$ cat src/rtl/ddr_cmd_queue_pkg.sv
// ddr_cmd_queue_pkg: command word layout and queue defaults shared by the DDR command queue
package ddr_cmd_queue_pkg;
  localparam int CMD_W = 34;
  localparam int DEPTH_DEF = 8;
  localparam int ALT_CMD_HI = 33;
  localparam int ALT_CMD_LO = 31;
  localparam int CMD_HI = 30;
  localparam int CMD_LO = 28;
  localparam int SPARE_HI = 27;
  localparam int RANK_BIT = 26;
  localparam int ROW_HI = 25;
  localparam int ROW_LO = 12;
  localparam int BANK_HI = 11;
  localparam int BANK_LO = 9;
  localparam int SPARE_LO = 8;
  localparam int COL_HI = 7;
  localparam int COL_LO = 0;
endpackage

$ cat src/rtl/cmd_fifo.sv
// cmd_fifo: generic synchronous first-word-fall-through FIFO with flush and distributed storage
module cmd_fifo #(
  parameter int WIDTH = 34,
  parameter int DEPTH = 8
) (
  input  logic                     Ph0,
  input  logic                     Reset,
  input  logic                     push,
  input  logic                     pop,
  input  logic                     flush,
  input  logic [WIDTH-1:0]         wrData,
  output logic [WIDTH-1:0]         rdData,
  output logic [$clog2(DEPTH):0]   count,
  output logic                     full,
  output logic                     empty
);
  localparam int AW = $clog2(DEPTH);
  localparam int CW = AW + 1;
  (* ram_style = "distributed" *) logic [WIDTH-1:0] mem [DEPTH];
  logic [AW-1:0] wrPtr, rdPtr;
  logic doPush, doPop;
  assign full = count == CW'(DEPTH);
  assign empty = count == '0;
  assign doPop = pop & ~empty & ~flush;
  assign doPush = push & ~flush & (~full | doPop);
  assign rdData = mem[rdPtr];
  // storage write; contents are intentionally never cleared
  always_ff @(posedge Ph0)
    if (doPush) mem[wrPtr] <= wrData;
  // pointers and occupancy; power-of-two depth lets the pointers wrap naturally
  always_ff @(posedge Ph0)
    if (Reset || flush) begin
      wrPtr <= '0;
      rdPtr <= '0;
      count <= '0;
    end else begin
      if (doPush) wrPtr <= wrPtr + 1'b1;
      if (doPop) rdPtr <= rdPtr + 1'b1;
      count <= count + CW'(doPush) - CW'(doPop);
    end
endmodule

$ cat src/rtl/ddr_cmd_queue.sv
// ddr_cmd_queue: queues TinyComp command words and presents decoded DDR fields to the controller
module ddr_cmd_queue
  import ddr_cmd_queue_pkg::*;
#(
  parameter int DEPTH = DEPTH_DEF
) (
  input  logic                   Ph0,
  input  logic                   Reset,
  input  logic [CMD_W-1:0]       LastALU,
  input  logic                   injectTC5address,
  input  logic                   InhibitDDR,
  input  logic                   clrOverflow,
  input  logic                   afReady,
  output logic                   afValid,
  output logic [2:0]             afCmd,
  output logic [2:0]             afAltCmd,
  output logic [13:0]            afRow,
  output logic [2:0]             afBank,
  output logic                   afRank,
  output logic [13:0]            afCol,
  output logic [$clog2(DEPTH):0] qCount,
  output logic                   qFull,
  output logic                   qEmpty,
  output logic                   overflow
);
  logic [CMD_W-1:0] head;
  logic push, pop, unusedSpare;
  assign afValid = ~qEmpty & ~InhibitDDR;
  assign pop = afValid & afReady;
  assign push = injectTC5address & ~InhibitDDR & (~qFull | pop);
  assign afAltCmd = head[ALT_CMD_HI:ALT_CMD_LO];
  assign afCmd = head[CMD_HI:CMD_LO];
  assign afRank = head[RANK_BIT];
  assign afRow = head[ROW_HI:ROW_LO];
  assign afBank = head[BANK_HI:BANK_LO];
  assign afCol = {4'b0, head[COL_HI:COL_LO], 2'b0};
  assign unusedSpare = ^{head[SPARE_HI], head[SPARE_LO]};
  cmd_fifo #(.WIDTH(CMD_W), .DEPTH(DEPTH)) uFifo (
    .Ph0(Ph0),
    .Reset(Reset),
    .push(push),
    .pop(pop),
    .flush(InhibitDDR),
    .wrData(LastALU),
    .rdData(head),
    .count(qCount),
    .full(qFull),
    .empty(qEmpty)
  );
  // sticky drop flag; a dropped strobe beats a simultaneous clear
  always_ff @(posedge Ph0)
    if (Reset) overflow <= 1'b0;
    else if (injectTC5address && !InhibitDDR && !push) overflow <= 1'b1;
    else if (clrOverflow) overflow <= 1'b0;
endmodule

$ cat config.mk
export PLATFORM = sky130hd
export DESIGN_NAME = ddr_cmd_queue
export DESIGN_NICKNAME = d
export VERILOG_FILES = /design/src/rtl/ddr_cmd_queue_pkg.sv /design/src/rtl/cmd_fifo.sv /design/src/rtl/ddr_cmd_queue.sv
export SDC_FILE = /design/constraint.sdc
export NUM_CORES = 1
export LEC_CHECK = 0
export ABC_CLOCK_PERIOD_IN_PS = 13300
export CORE_UTILIZATION = 39
export CTS_CLUSTER_DIAMETER = 120
export CTS_CLUSTER_SIZE = 20
export DETAILED_ROUTE_END_ITERATION = 6
export GPL_TIMING_DRIVEN = 0
export PLACE_DENSITY = 0.67
export SLEW_MARGIN = 20
export SYNTH_ARGS = -nofsm -noshare
export SYNTH_HDL_FRONTEND = slang
export SYNTH_SLANG_ARGS = --single-unit
$ cat constraint.sdc
create_clock -name Ph0 -period 13.3 [get_ports Ph0]
set_clock_uncertainty 0.2 [all_clocks]
set_input_delay 3.325 -clock Ph0 [delete_from_list [all_inputs] [get_ports Ph0]]
set_output_delay 3.325 -clock Ph0 [all_outputs]
set_load 0.03 [all_outputs]
After elaboration in Yosys (flattened, before gate mapping)
Memory sizes are Yosys's and may differ from the RTL's. A register that Yosys moved wholly into a read port is not among the register bits.
Index checks and enable logic that the tools add are counted.
Widths: inputs -> output; s select.
- bits in registers: 11
- bits in latches: 0
- memory bits (writable): 272
- memory bits (read-only): 0
- input port bits: 40
- output and inout port bits: 46
- word-level logic and storage cells: 36
- memories kept: 1
- add/subtract/negate cells: 4
- multiply operators: 0
- div/mod/pow operators: 0
- magnitude comparators: 0
- eq/ne operators: 1
- shift-type cells: 0
- mux-type cells: 6
- bitwise operators: 13
- reduce and logical (&&, ||, !) cells: 7
- memories (memory ; depth ; bits a word ; rd ports ; clocked after memory_dff ; write ports ; RTL line ; source):
    uFifo.mem ; 8 ; 34 ; 1 ; 1 ; 1 ; cmd_fifo.sv:19 ; (* ram_style = "distributed" *) logic [WIDTH-1:0] mem [DEPTH];
- operator list (operator ; count):
    $and 1x1->1 ; 8
    $add 3x1->3 const B ; 2
    $mux 3 ; 2
    $add 4x1->4 ; 1
    $eq 4x4->1 const B ; 1
    $logic_not 4->1 ; 1
    $mux 1 ; 4
    $sub 4x1->4 ; 1
    $not 1->1 ; 3
    $logic_and 1x1->1 ; 2
    $logic_not 1->1 ; 2
    $or 1x1->1 ; 2
    $reduce_bool 2->1 ; 1
    $logic_or 1x1->1 ; 1

Depth between registers and ports, before layout
Gate-level depths: netlist of the first run.
- depth in word-level cells: 10
- gate-level depth with buffers: 11

Hierarchy
From an unflattened synthesis of the first run, not the netlist that was laid out.
- cells, all modules: 495
- area total of the unflattened synthesis: 11189.5 sq um
- modules (own cells, without submodules) (module ; instances ; cells each ; area each (sq um) ; sequential area each (sq um)):
    cmd_fifo ; 1 ; 479 ; 11064.4 ; 8428.1
    ddr_cmd_queue ; 1 ; 16 ; 125.1 ; 20.0

Worst setup path after synthesis of the first run
No wires, ideal clock.
- kind: input to register
- start point: in InhibitDDR
- end point: mem uFifo.mem[2][0] (enable)
- library setup time: 501 ps
- data arrival time: 7011 ps
- required time: 12599 ps
- setup slack: 5588 ps
- cell stages on the path: 4
- path through: clkbuf_1 > nor3b_1 > nor2_1 > nor4_1
- word-level cells in the longest chain between the ends: 9
- elaborated cells on any way between the ends: 13
- RTL lines (element ; RTL line ; source):
    from (decl) ; ddr_cmd_queue.sv:11 ; input logic InhibitDDR,
    $not 1->1 * ; - ;
    $and 1x1->1 ; ddr_cmd_queue.sv:28 ; assign afValid = ~qEmpty & ~InhibitDDR;
    $and 1x1->1 ; ddr_cmd_queue.sv:29 ; assign pop = afValid & afReady;
    $or 1x1->1 or $and 1x1->1 (tied branches) ; ddr_cmd_queue.sv:30, cmd_fifo.sv:24 ;
    $and 1x1->1 (on tied branches) ; ddr_cmd_queue.sv:30, cmd_fifo.sv:24 ;
    $and 1x1->1 or $or 1x1->1 (tied branches) ; cmd_fifo.sv:25 ; assign doPush = push & ~flush & (~full | doPop);
    $and 1x1->1 * ; cmd_fifo.sv:25 ;
    $mux 1 * ; cmd_fifo.sv:29 ; if (doPush) mem[wrPtr] <= wrData;
    $mux 1 (not written as such) * ; cmd_fifo.sv:29 ;
    to (decl) ; cmd_fifo.sv:19 ;
Every way passes the cells marked *; elsewhere a longest branch is shown, timed or not.

Worst setup path after layout of the first run
- start point: in InhibitDDR
- end point: out afValid
- word-level cells in the longest chain between the ends: 2
- RTL lines (element ; RTL line ; source):
    $not 1->1 ; ddr_cmd_queue.sv:28 ;
    $and 1x1->1 ; ddr_cmd_queue.sv:28 ;
    to (decl) ; ddr_cmd_queue.sv:14 ; output logic afValid,
Every way passes these cells.

==> metrics, run 1 <==
Synth area leaders=edfxtp_1 (72%), mux4_2 (7.8%), mux4_1 (6.7%); clk root buf=clkbuf_16; clk sinks=270; initial antenna violation count=0; # setup viols final=0; sequential area share after synthesis=75.0%; CP startpoint=InhibitDDR; Worst-path clk slew=~0.070 ns; Remaining Overflow, GRT=0; Slew Limit Headroom=~33%; largest net degree at the start of global routing=22; Max Slew Vio Count=0; min cycle time layout=approximately 8.4 ns; critical path endpoint category=primary output; count of final hold-check violations=0; WL per Instance=about 22 um; Clk Latency, worst-skew pair=approximately 0.48 ns; Clock Path Buffers=3; top fanout value on the critical path=10; Min-Delay Path Class=reg -> reg; Routed Antenna Nets=0; Std-Cell Rows=60; CP Capture Point=afValid; register area=0.00797 mm2; IO Pins=86; RSZ-0062 raised after global routing=no; status=finished, final reports clean; Ys Warns=0; CTS tree=yes; synthesis-stage register bit count=270; first-pass GRT wire length=between 30 and 40 mm; Post-CTS Hold Fix Bufs=0; crit share post-route=between 60% and 70%; H-tree level count=1; multi-input gate area in the final layout=between 0.002 and 0.003 mm2; r2r setup slk=10.04 ns; routed vias/inst=roughly 5.2; Layout fillers=2178; Starting Density=between 30% and 40%; Hold Path Origin=overflow; final std cells w/o fill=between 900 and 1000; Post-Synthesis Cells=469; HPWL after DPL=between 10 and 15 mm; final setup TNS=0 ns; critical setup path kind=in -> out; Slew @ Worst Pin=about 1.0 ns; Post-Place Cells=a little over 900; First-pass DRT Iterations=4; fraction of layout cells with a size suffix above 1=24.8%; crit-path max cell delay=slightly above 0.6 ns; GR Util All Layers=~15%; pwr dens=around 120 mW/mm2; critical path launch point type=input port; mean area per synthesized cell=22.7 um2; most used cell, CP=clkdlybuf4s50_1; post-cts sizing count=0; post-synth cell types=40; area share of the largest cell type after synthesis=just over 70%; DIE HEIGHT=167 um; cts bufs inserted=17; DRC viols=0; Layout area overhead=19.1%; I/O Buffers=77; RD Place Congestion=~0.7; hold_ws=about 0.29 ns; fin nets=between 600 and 700; Mapped Area=roughly 0.011 mm2; Detailed Route Iter0 Violations=between 300 and 400; cell chain of the critical path=clkdlybuf4s50_1, clkbuf_1, nor2_1, clkdlybuf4s50_1; detailed-route wire length=approximately 21 mm; Worst EP arrival=approximately 4.8 ns; core area=between 0.02 and 0.03 mm2; die width=between 150 and 200 um; Antenna diodes=0; Crit-path slowest cell=clkdlybuf4s50_1; leak pwr=approximately 4.0 nW; Setup Buffers After CTS=0; R2R cell count=9; reg2reg end=uFifo.mem[3][7]; Die ar.=0.0279 mm2; max cap viols=0; total vias in the final route=between 4000 and 5000; largest area contributor in the netlist=edfxtp_1; worst r2r src=uFifo.count[2]; VDD IR max=about 67 uV; Max Fclk=~0.12 GHz; vias in the first global route=about 5200; Data required, critical path=roughly 10 ns
state kept, by name, summed over array words and instances (netlist names), named ones only:
| register | count |
|---|---|
| overflow | 1 |
| uFifo.count | 4 |
| uFifo.mem | 256 |
| uFifo.rdPtr | 3 |
| uFifo.wrPtr | 3 |
metal layers:
| layer | vias to the layer above | part of all wire, % | GRT usage [%] |
|---|---|---|---|
| met5 | - | 0 | 0 |
| met4 | 0 | 1.5 | 3.10 |
| met3 | 24 | 5.5 | 2.71 |
| met2 | 135 | 50 | 26.1 |
| met1 | 2537 | 43 | 21.2 |
| li1 | 2204 | - | - |
worst max-delay path, delay by kind of cell:
family        cells  cell delay (ns)
simple gates      1             0.09
buf+inv           3             1.42
kinds of logic (layout without fill, tap and decap cells):
| logic type | count (synthesis) | in the layout | synth area share, % |
|---|---|---|---|
| multiplexers | 100 | 100 | 18.8 |
| adder cells (fa/ha/maj) | 9 | 9 | 1.13 |
| XOR/XNOR | 1 | 1 | 0.0825 |
| AO/OA/AOI/OAI | 13 | 13 | 0.742 |
| flip-flops | 270 | 270 | 75.0 |
| buffers and inverters | 35 | 165 | 2.10 |
| other | 1 | 6 | 0.0353 |
| AND/OR/NAND/NOR | 40 | 40 | 2.10 |
cell usage after synthesis, drive strengths merged:
| cell type | n |
|---|---|
| edfxtp | 256 |
| mux4 | 64 |
| mux2 | 32 |
| buf | 23 |
| dfxtp | 14 |
| inv | 9 |
| nor2 | 9 |
| ha | 8 |
| a21oi | 7 |
| nand2 | 6 |
| or3 | 5 |
| mux2i | 4 |
| nor3 | 4 |
| clkbuf | 3 |
| nand2b | 3 |
| o21ai | 3 |
| or3b | 3 |
| nand3 | 2 |
| nor3b | 2 |
| a21o | 1 |
| and2 | 1 |
| conb | 1 |
| fa | 1 |
| nand3b | 1 |
| nor2b | 1 |
| nor4 | 1 |
| o211a | 1 |
| o31ai | 1 |
| or2 | 1 |
| or4 | 1 |
| xor2 | 1 |
metrics by stage:
step                cell area [um2]  utilization (%)  total power, mW  worst slack [ns]
finish                        12700             47.2             1.53              4.95
global route                  12700             47.2             1.58              4.86
CTS                           12700             47.2             1.54              4.93
detailed placement            12200             45.5             1.06              4.94
global placement              11800             44.2             1.06              1.63
floorplan                     10600                -             1.01              5.59
layout by cell type, fill, tap and decap left out, types with 9 or more instances in the layout:
cell               n
mux2_4            15
buf_4             21
mux4_2            37
clkbuf_16         17
clkdlybuf4s50_1   77
inv_1              9
edfxtp_1         256
mux4_1            27
buf_6             14
dfxtp_1           14
mux2_2            17
worst min path at each step:
stage / endpoint / slack (ns) / cells after the start
floorplan: register / 0.25 / 2
global placement: overflow / 0.27 / 2
detailed placement: overflow / 0.27 / 2
CTS: overflow / 0.30 / 2
global route: overflow / 0.33 / 2
finish: overflow / 0.29 / 2
area by class of cell:
cell class | count | area share, %
Sequential cell | 270 | 62.9
Inverter | 9 | 0.267
Multi-Input combinational cell | 169 | 19.8
Clock inverter | 1 | 0.0890
Buffer | 26 | 1.49
Tap cell | 341 | 3.37
Timing Repair Buffer | 107 | 8.56
Clock buffer | 22 | 3.51
power breakdown:
| part | switching [mW] | internal, mW |
|---|---|---|
| registers | 0.00273 | 0.937 |
| clock network | 0.253 | 0.236 |
| logic | 0.0542 | 0.0471 |
No activity file was read; power rests on OpenSTA's default activity.
==> run 2, diff against run 1 <==
--- a/config.mk
+++ b/config.mk
@@ -5,13 +5,13 @@
 export SDC_FILE = /design/constraint.sdc
 export NUM_CORES = 1
 export LEC_CHECK = 0
-export ABC_CLOCK_PERIOD_IN_PS = 13300
+export ABC_CLOCK_PERIOD_IN_PS = 7200
 export CORE_UTILIZATION = 39
 export CTS_CLUSTER_DIAMETER = 120
 export CTS_CLUSTER_SIZE = 20
 export DETAILED_ROUTE_END_ITERATION = 6
 export GPL_TIMING_DRIVEN = 0
-export PLACE_DENSITY = 0.67
+export PLACE_DENSITY = 0.69
 export SLEW_MARGIN = 20
 export SYNTH_ARGS = -nofsm -noshare
 export SYNTH_HDL_FRONTEND = slang
==> constraint.sdc (replaced) <==
create_clock -name Ph0 -period 7.2 [get_ports Ph0]
set_clock_uncertainty 0.2 [all_clocks]
set_input_delay 1.8 -clock Ph0 [delete_from_list [all_inputs] [get_ports Ph0]]
set_output_delay 1.8 -clock Ph0 [all_outputs]
set_load 0.03 [all_outputs]
==> run 2 against run 1 <==
Sequential cell count did not move. Via count rose by 1.5%. Utilization barely moved. Routed wire length rose by 0.12%. Non-clock buffer count rose by 2.
==> metrics, run 2 (synthesis results as in run 1) <==
status=finished, final reports clean; initial antenna violation count=0 (unchanged); clk sinks=270 (unchanged); final core utilization=47.3% (about the same); Routed Antenna Nets=0 (unchanged); pwr dens=223 mW/mm2 (+84%); Clk Latency, worst-skew pair=0.49 ns (about the same); vias in the first global route=5268 (+0.98%); largest register by flop count=uFifo.mem; GR Util met1=19.6% (-1.6 points); Bufs and invs on worst path=3 (unchanged); largest net degree at the start of global routing=22 (unchanged); Slew @ Worst Pin=1.05 ns (+0.0507 ns); Detailed Route Iter0 Violations=246 (-38%); Regs by FF count=uFifo.mem x256, uFifo.count x4; total vias in the final route=4973 (+1.5%); Layout fillers=2153 (-1.1%); Post-CTS Hold Fix Bufs=0 (unchanged); critical setup path kind=in -> out; Antenna diodes=0 (unchanged); Min-Delay Path Class=reg -> reg; IO Pins=86 (unchanged); Max Slew Vio Count=0 (unchanged); GR Util All Layers=15.4% (-0.073 points); VDD IR max=138 uV (+100%); Setup Buffers After CTS=0 (unchanged); die width=167 um (unchanged); Final WS setup=1.87 ns (-3.07 ns); core area=0.0268 mm2 (unchanged); commonest non-fill, non-tap cell in the layout=edfxtp_1; met3 global-route usage=2.23% (-0.48 points); HPWL after DPL=14.3 mm (about the same); fraction of layout cells with a size suffix above 1=25.1% (+0.25 points); DRC viols=0 (unchanged); H-tree level count=1 (unchanged); most frequent cells in the layout=edfxtp_1 (256), clkdlybuf4s50_1 (77), mux4_2 (37), mux4_1 (27), buf_4 (25); Worst EP arrival=3.33 ns (-1.50 ns); Die ar.=0.0279 mm2 (unchanged); most used cell, CP=clkdlybuf4s50_1; pre-CTS setup slack=1.87 ns (-3.07 ns); Clock Path Buffers=3 (unchanged); Crit-path slowest cell=clkdlybuf4s50_1; # setup viols final=0 (unchanged); min cycle time layout=between 5 and 6 ns; Starting Density=39.6% (unchanged); First-pass DRT Iterations=4 (unchanged); GR peak layer=met2; DIE HEIGHT=167 um (unchanged); CTS tree=yes; RD Place Congestion=0.705 (-1.5%); post-cts sizing count=0 (unchanged); Data required, critical path=5.20 ns (-4.57 ns); crit share post-route=between 70% and 80%; Slew Limit Headroom=29.1% (-3.4 points); Largest register FFs=256 (unchanged); cell chain of the critical path=clkdlybuf4s50_1, clkbuf_1, nor2_1, clkdlybuf4s50_1; crit-path max cell delay=0.60 ns (about the same); top fanout value on the critical path=10 (unchanged); Std-Cell Rows=60 (unchanged); final setup TNS=0 ns (unchanged); RSZ-0062 raised after global routing=no; critical path endpoint category=primary output; clk root buf=clkbuf_16; count of final hold-check violations=0 (unchanged); I/O Buffers=77 (unchanged); CP top delay family=buffers and inverters; met2 Use GR=27.7% (+1.7 points); Layout area overhead=19.2% (about the same); critical path launch point type=input port; Worst-path clk slew=0.09 ns (+0.02 ns); WL per Instance=22.3 um (about the same); first-pass GRT wire length=31.8 mm (-0.56%); routed vias/inst=5.25 (+1.3%); max cap viols=0 (unchanged); Remaining Overflow, GRT=0 (unchanged); total power=2.82 mW (+84%); cts bufs inserted=17 (unchanged); Max Fclk=0.188 GHz; detailed-route wire length=21.1 mm (+0.12%); leak pwr=4.06 nW (+0.24%); fin nets=651 (+0.31%)
==> run 2: final timing paths <==
kind                                startpoint  slack [ns]               end  depth (start not counted)
worst min register to register        overflow        0.29          overflow                          2
worst max register to register  uFifo.count[2]        3.96  uFifo.mem[3][14]                          8
worst max-delay path                InhibitDDR        1.87           afValid                          4
worst min-delay path                  overflow        0.29          overflow                          2
==> run 2: power by group <==
part	internal (mW)	total (mW)	switching [mW]
registers	1.73	1.74	0.00520
logic	0.0876	0.187	0.0995
clock network	0.436	0.899	0.463
total	2.25	2.82	0.568
==> run 2: layer usage <==
layer | part of all wire (%) | wire, um
met5 | 0 | 0
met4 | 2.0 | 418
met3 | 4.7 | 986
met2 | 51 | 10800
met1 | 42 | 8890
==> run 2: worst register-to-register path, cell delays in order, from the launching register on <==
cell and delay, ns:
dfxtp_1 0.32, inv_1 0.10, ha_1 0.15, or3b_2 0.50, o21ai_0 0.86, nor3_2 0.30
buf_4 0.28, buf_6 0.15, buf_6 0.14
==> run 2: through the flow <==
stage                     hold WS (ns)  std cells  instance area (um2)
after global routing             0.298        947                12700
after floorplan                  0.253        474                10600
after CTS                        0.291        947                12700
final                            0.288        947                12700
after global placement           0.269        892                11800
after detailed placement         0.267        924                12200
==> run 2: area by class of cell <==
class                      instances  area (um2)  area share [%]
inverter                           9        33.8           0.267
clock inverter                     1        11.3          0.0889
sequential                       270        7970            62.9
timing repair buffer             109        1090            8.61
tap                              341         427            3.37
clock buffer                      22         444            3.51
multi-input combinational        169        2500            19.7
buffer                            26         189            1.49
==> run 3, diff against run 2 <==
--- a/config.mk
+++ b/config.mk
@@ -5,7 +5,7 @@
 export SDC_FILE = /design/constraint.sdc
 export NUM_CORES = 1
 export LEC_CHECK = 0
-export ABC_CLOCK_PERIOD_IN_PS = 7200
+export ABC_CLOCK_PERIOD_IN_PS = 4650
 export CORE_UTILIZATION = 39
 export CTS_CLUSTER_DIAMETER = 120
 export CTS_CLUSTER_SIZE = 20
==> constraint.sdc (replaced) <==
create_clock -name Ph0 -period 4.65 [get_ports Ph0]
set_clock_uncertainty 0.2 [all_clocks]
set_input_delay 1.1625 -clock Ph0 [delete_from_list [all_inputs] [get_ports Ph0]]
set_output_delay 1.1625 -clock Ph0 [all_outputs]
set_load 0.03 [all_outputs]
==> run 3 against run 2 <==
Clock power rose by 55%. Via count fell by 1.5%. Clock-buffer cell count did not move. Final cell count fell by 0.95%. Combinational power rose by 58%. Die area did not move. Setup slack got worse by 1.5 ns. Highest routed layer is now met5. Sequential power rose by 55%. First-iteration DRC count fell by 10%. Power rose by 55%.
==> metrics, run 3 (synthesis results as in run 1) <==
fin nets=642 (-1.4%); crit share post-route=between 90% and 100%; CTS tree=yes; H-tree level count=1 (unchanged); Data required, critical path=3.29 ns (-1.91 ns); RD Place Congestion=0.722 (+2.4%); Regs by FF count=uFifo.mem x256, uFifo.count x4; Slew @ Worst Pin=0.756 ns (-0.296 ns); largest net degree at the start of global routing=22 (unchanged); critical path endpoint category=primary output; VDD IR max=253 uV (+83%); min cycle time layout=~4.3 ns; first-pass GRT wire length=31.5 mm (-0.78%); Remaining Overflow, GRT=0 (unchanged); die width=167 um (unchanged); Post-DP Area=0.0122 mm2 (+0.15%); max cap viols=0 (unchanged); Post-CTS Hold Fix Bufs=0 (unchanged); I/O Buffers=77 (unchanged); initial antenna violation count=1 (+1); DIE HEIGHT=167 um (unchanged); top fanout value on the critical path=10 (unchanged); Worst EP arrival=2.94 ns (-0.39 ns); IO Pins=86 (unchanged); critical setup path kind=reg -> out; post-cts sizing count=0 (unchanged); Layout fillers=2133 (-0.93%); count of final hold-check violations=0 (unchanged); Clk network pwr share=31.8% (about the same); largest register by flop count=uFifo.mem; Slew Limit Headroom=49.3% (+20 points); Setup Buffers After CTS=0 (unchanged); DRC viols=0 (unchanged); R2R cell count=9 (+1); pwr dens=345 mW/mm2 (+55%); RSZ-0062 raised after global routing=no; Worst-path clk slew=0.09 ns (about the same); hold_ws=0.285 ns (-0.00299 ns); reg2reg end=uFifo.mem[2][19]; WL per Instance=22.2 um (-0.28%); total power=4.38 mW (+55%); Die ar.=0.0279 mm2 (unchanged); most frequent cells in the layout=edfxtp_1 (256), clkdlybuf4s50_1 (77), mux4_2 (37), mux4_1 (27); First-pass DRT Iterations=4 (unchanged); critical path launch point type=register; register area=0.00797 mm2 (unchanged); CP Capture Point=afCol[7]; GR Util All Layers=15.3% (-0.096 points); core area=0.0268 mm2 (unchanged); HPWL after DPL=14.0 mm (-2.6%); Sw Pwr=882 uW (+55%); fraction of layout cells with a size suffix above 1=24.0% (-1.1 points); Antenna diodes=0 (unchanged); vias in the first global route=5371 (+2.0%); clk sinks=270 (unchanged); routed vias/inst=5.22 (-0.60%); # setup viols final=0 (unchanged); clk root buf=clkbuf_16; P_int=3.49 mW (+55%); Std-Cell Rows=60 (unchanged); detailed-route wire length=20.8 mm (-1.2%); total vias in the final route=4896 (-1.5%); commonest non-fill, non-tap cell in the layout=edfxtp_1; Sw Share=20.2% (+0.034 points); final instance area=0.0127 mm2 (+0.15%); leak pwr=4.02 nW (-0.83%); Routed Antenna Nets=0 (unchanged); Largest register FFs=256 (unchanged); Min-Delay Path Class=reg -> reg; Reg power frac=61.4% (about the same); Clock Path Buffers=3 (unchanged); combinational power share=6.7% (about the same); Clk Latency, worst-skew pair=0.49 ns (about the same); r2r setup slk=1.54 ns (-2.42 ns); cts bufs inserted=17 (unchanged); Max Slew Vio Count=0 (unchanged); Max Fclk=between 0.2 and 0.25 GHz; Detailed Route Iter0 Violations=221 (-10%); worst r2r src=uFifo.count[2]; multi-input gate area in the final layout=0.00252 mm2 (+0.85%); status=finished, final reports clean; Starting Density=39.6% (unchanged); Layout area overhead=19.4%
-- run 3: changes by cell type in the layout (fill, tap and decap cells not counted) --
cell / previous run / this run
buf_12: 3 / 2
nor3_2: 4 / 2
buf_2: 8 / 5
nor4_4: 0 / 1
o21ai_1: 0 / 1
o21ai_0: 3 / 2
buf_4: 25 / 16
buf_6: 12 / 8
nor4_2: 1 / 0
buf_16: 2 / 4
nor3_4: 0 / 2
buf_8: 0 / 6
-- run 3: worst min path at each step --
stage | to | startpoint | cells past startpoint | slack (ns)
2_1_floorplan | register | uFifo.rdPtr[2] | 2 | 0.25
3_3_place_gp | overflow | overflow | 2 | 0.27
3_5_place_dp | overflow | overflow | 2 | 0.28
4_1_cts | overflow | overflow | 2 | 0.29
5_1_grt | uFifo.rdPtr[2] | uFifo.rdPtr[2] | 2 | 0.33
6_report | overflow | overflow | 2 | 0.29
-- run 3: routing by layer --
metal	wire (um)	part of all wire [%]	vias up	track usage, %
li1	-	-	2181	-
met5	11	0.053	-	0
met4	425	2.0	2	4.55
met2	11100	53	156	28.3
met3	1240	6.0	29	2.40
met1	8090	39	2528	18.3
-- run 3: metrics by stage --
step	setup slack [ns]	utilization (%)	cells	TNS (ns)
6_report	0.348	47.3	938	0
5_1_grt	0.212	47.3	938	0
4_1_cts	0.259	47.3	938	0
3_5_place_dp	0.341	45.6	915	0
3_3_place_gp	-3.10	44.2	892	-463.49
2_1_floorplan	-0.0277	-	474	-1.77
-- run 3: final cells by class --
type | count | area share (%)
Multi-Input combinational cell | 169 | 19.9
Tap cell | 341 | 3.36
Sequential cell | 270 | 62.8
Clock buffer | 22 | 3.50
Inverter | 9 | 0.266
Clock inverter | 1 | 0.0888
Timing Repair Buffer | 100 | 8.58
Buffer | 26 | 1.49
-- run 3: power groups by stage --
stage | sequential (mW) | combinational [mW] | clock, mW
after floorplan | 2.75 | 0.152 | 0
after global placement | 2.74 | 0.275 | 0
after detailed placement | 2.74 | 0.297 | 0
after CTS | 2.69 | 0.299 | 1.44
after global routing | 2.69 | 0.315 | 1.51
final | 2.69 | 0.295 | 1.39
-- run 3: critical path: stages, from the launching register on --
cell	delay (ns)
dfxtp_1	0.31
clkbuf_2	0.24
buf_1	0.61
mux4_1	0.41
mux2_4	0.29
clkdlybuf4s50_1	0.59
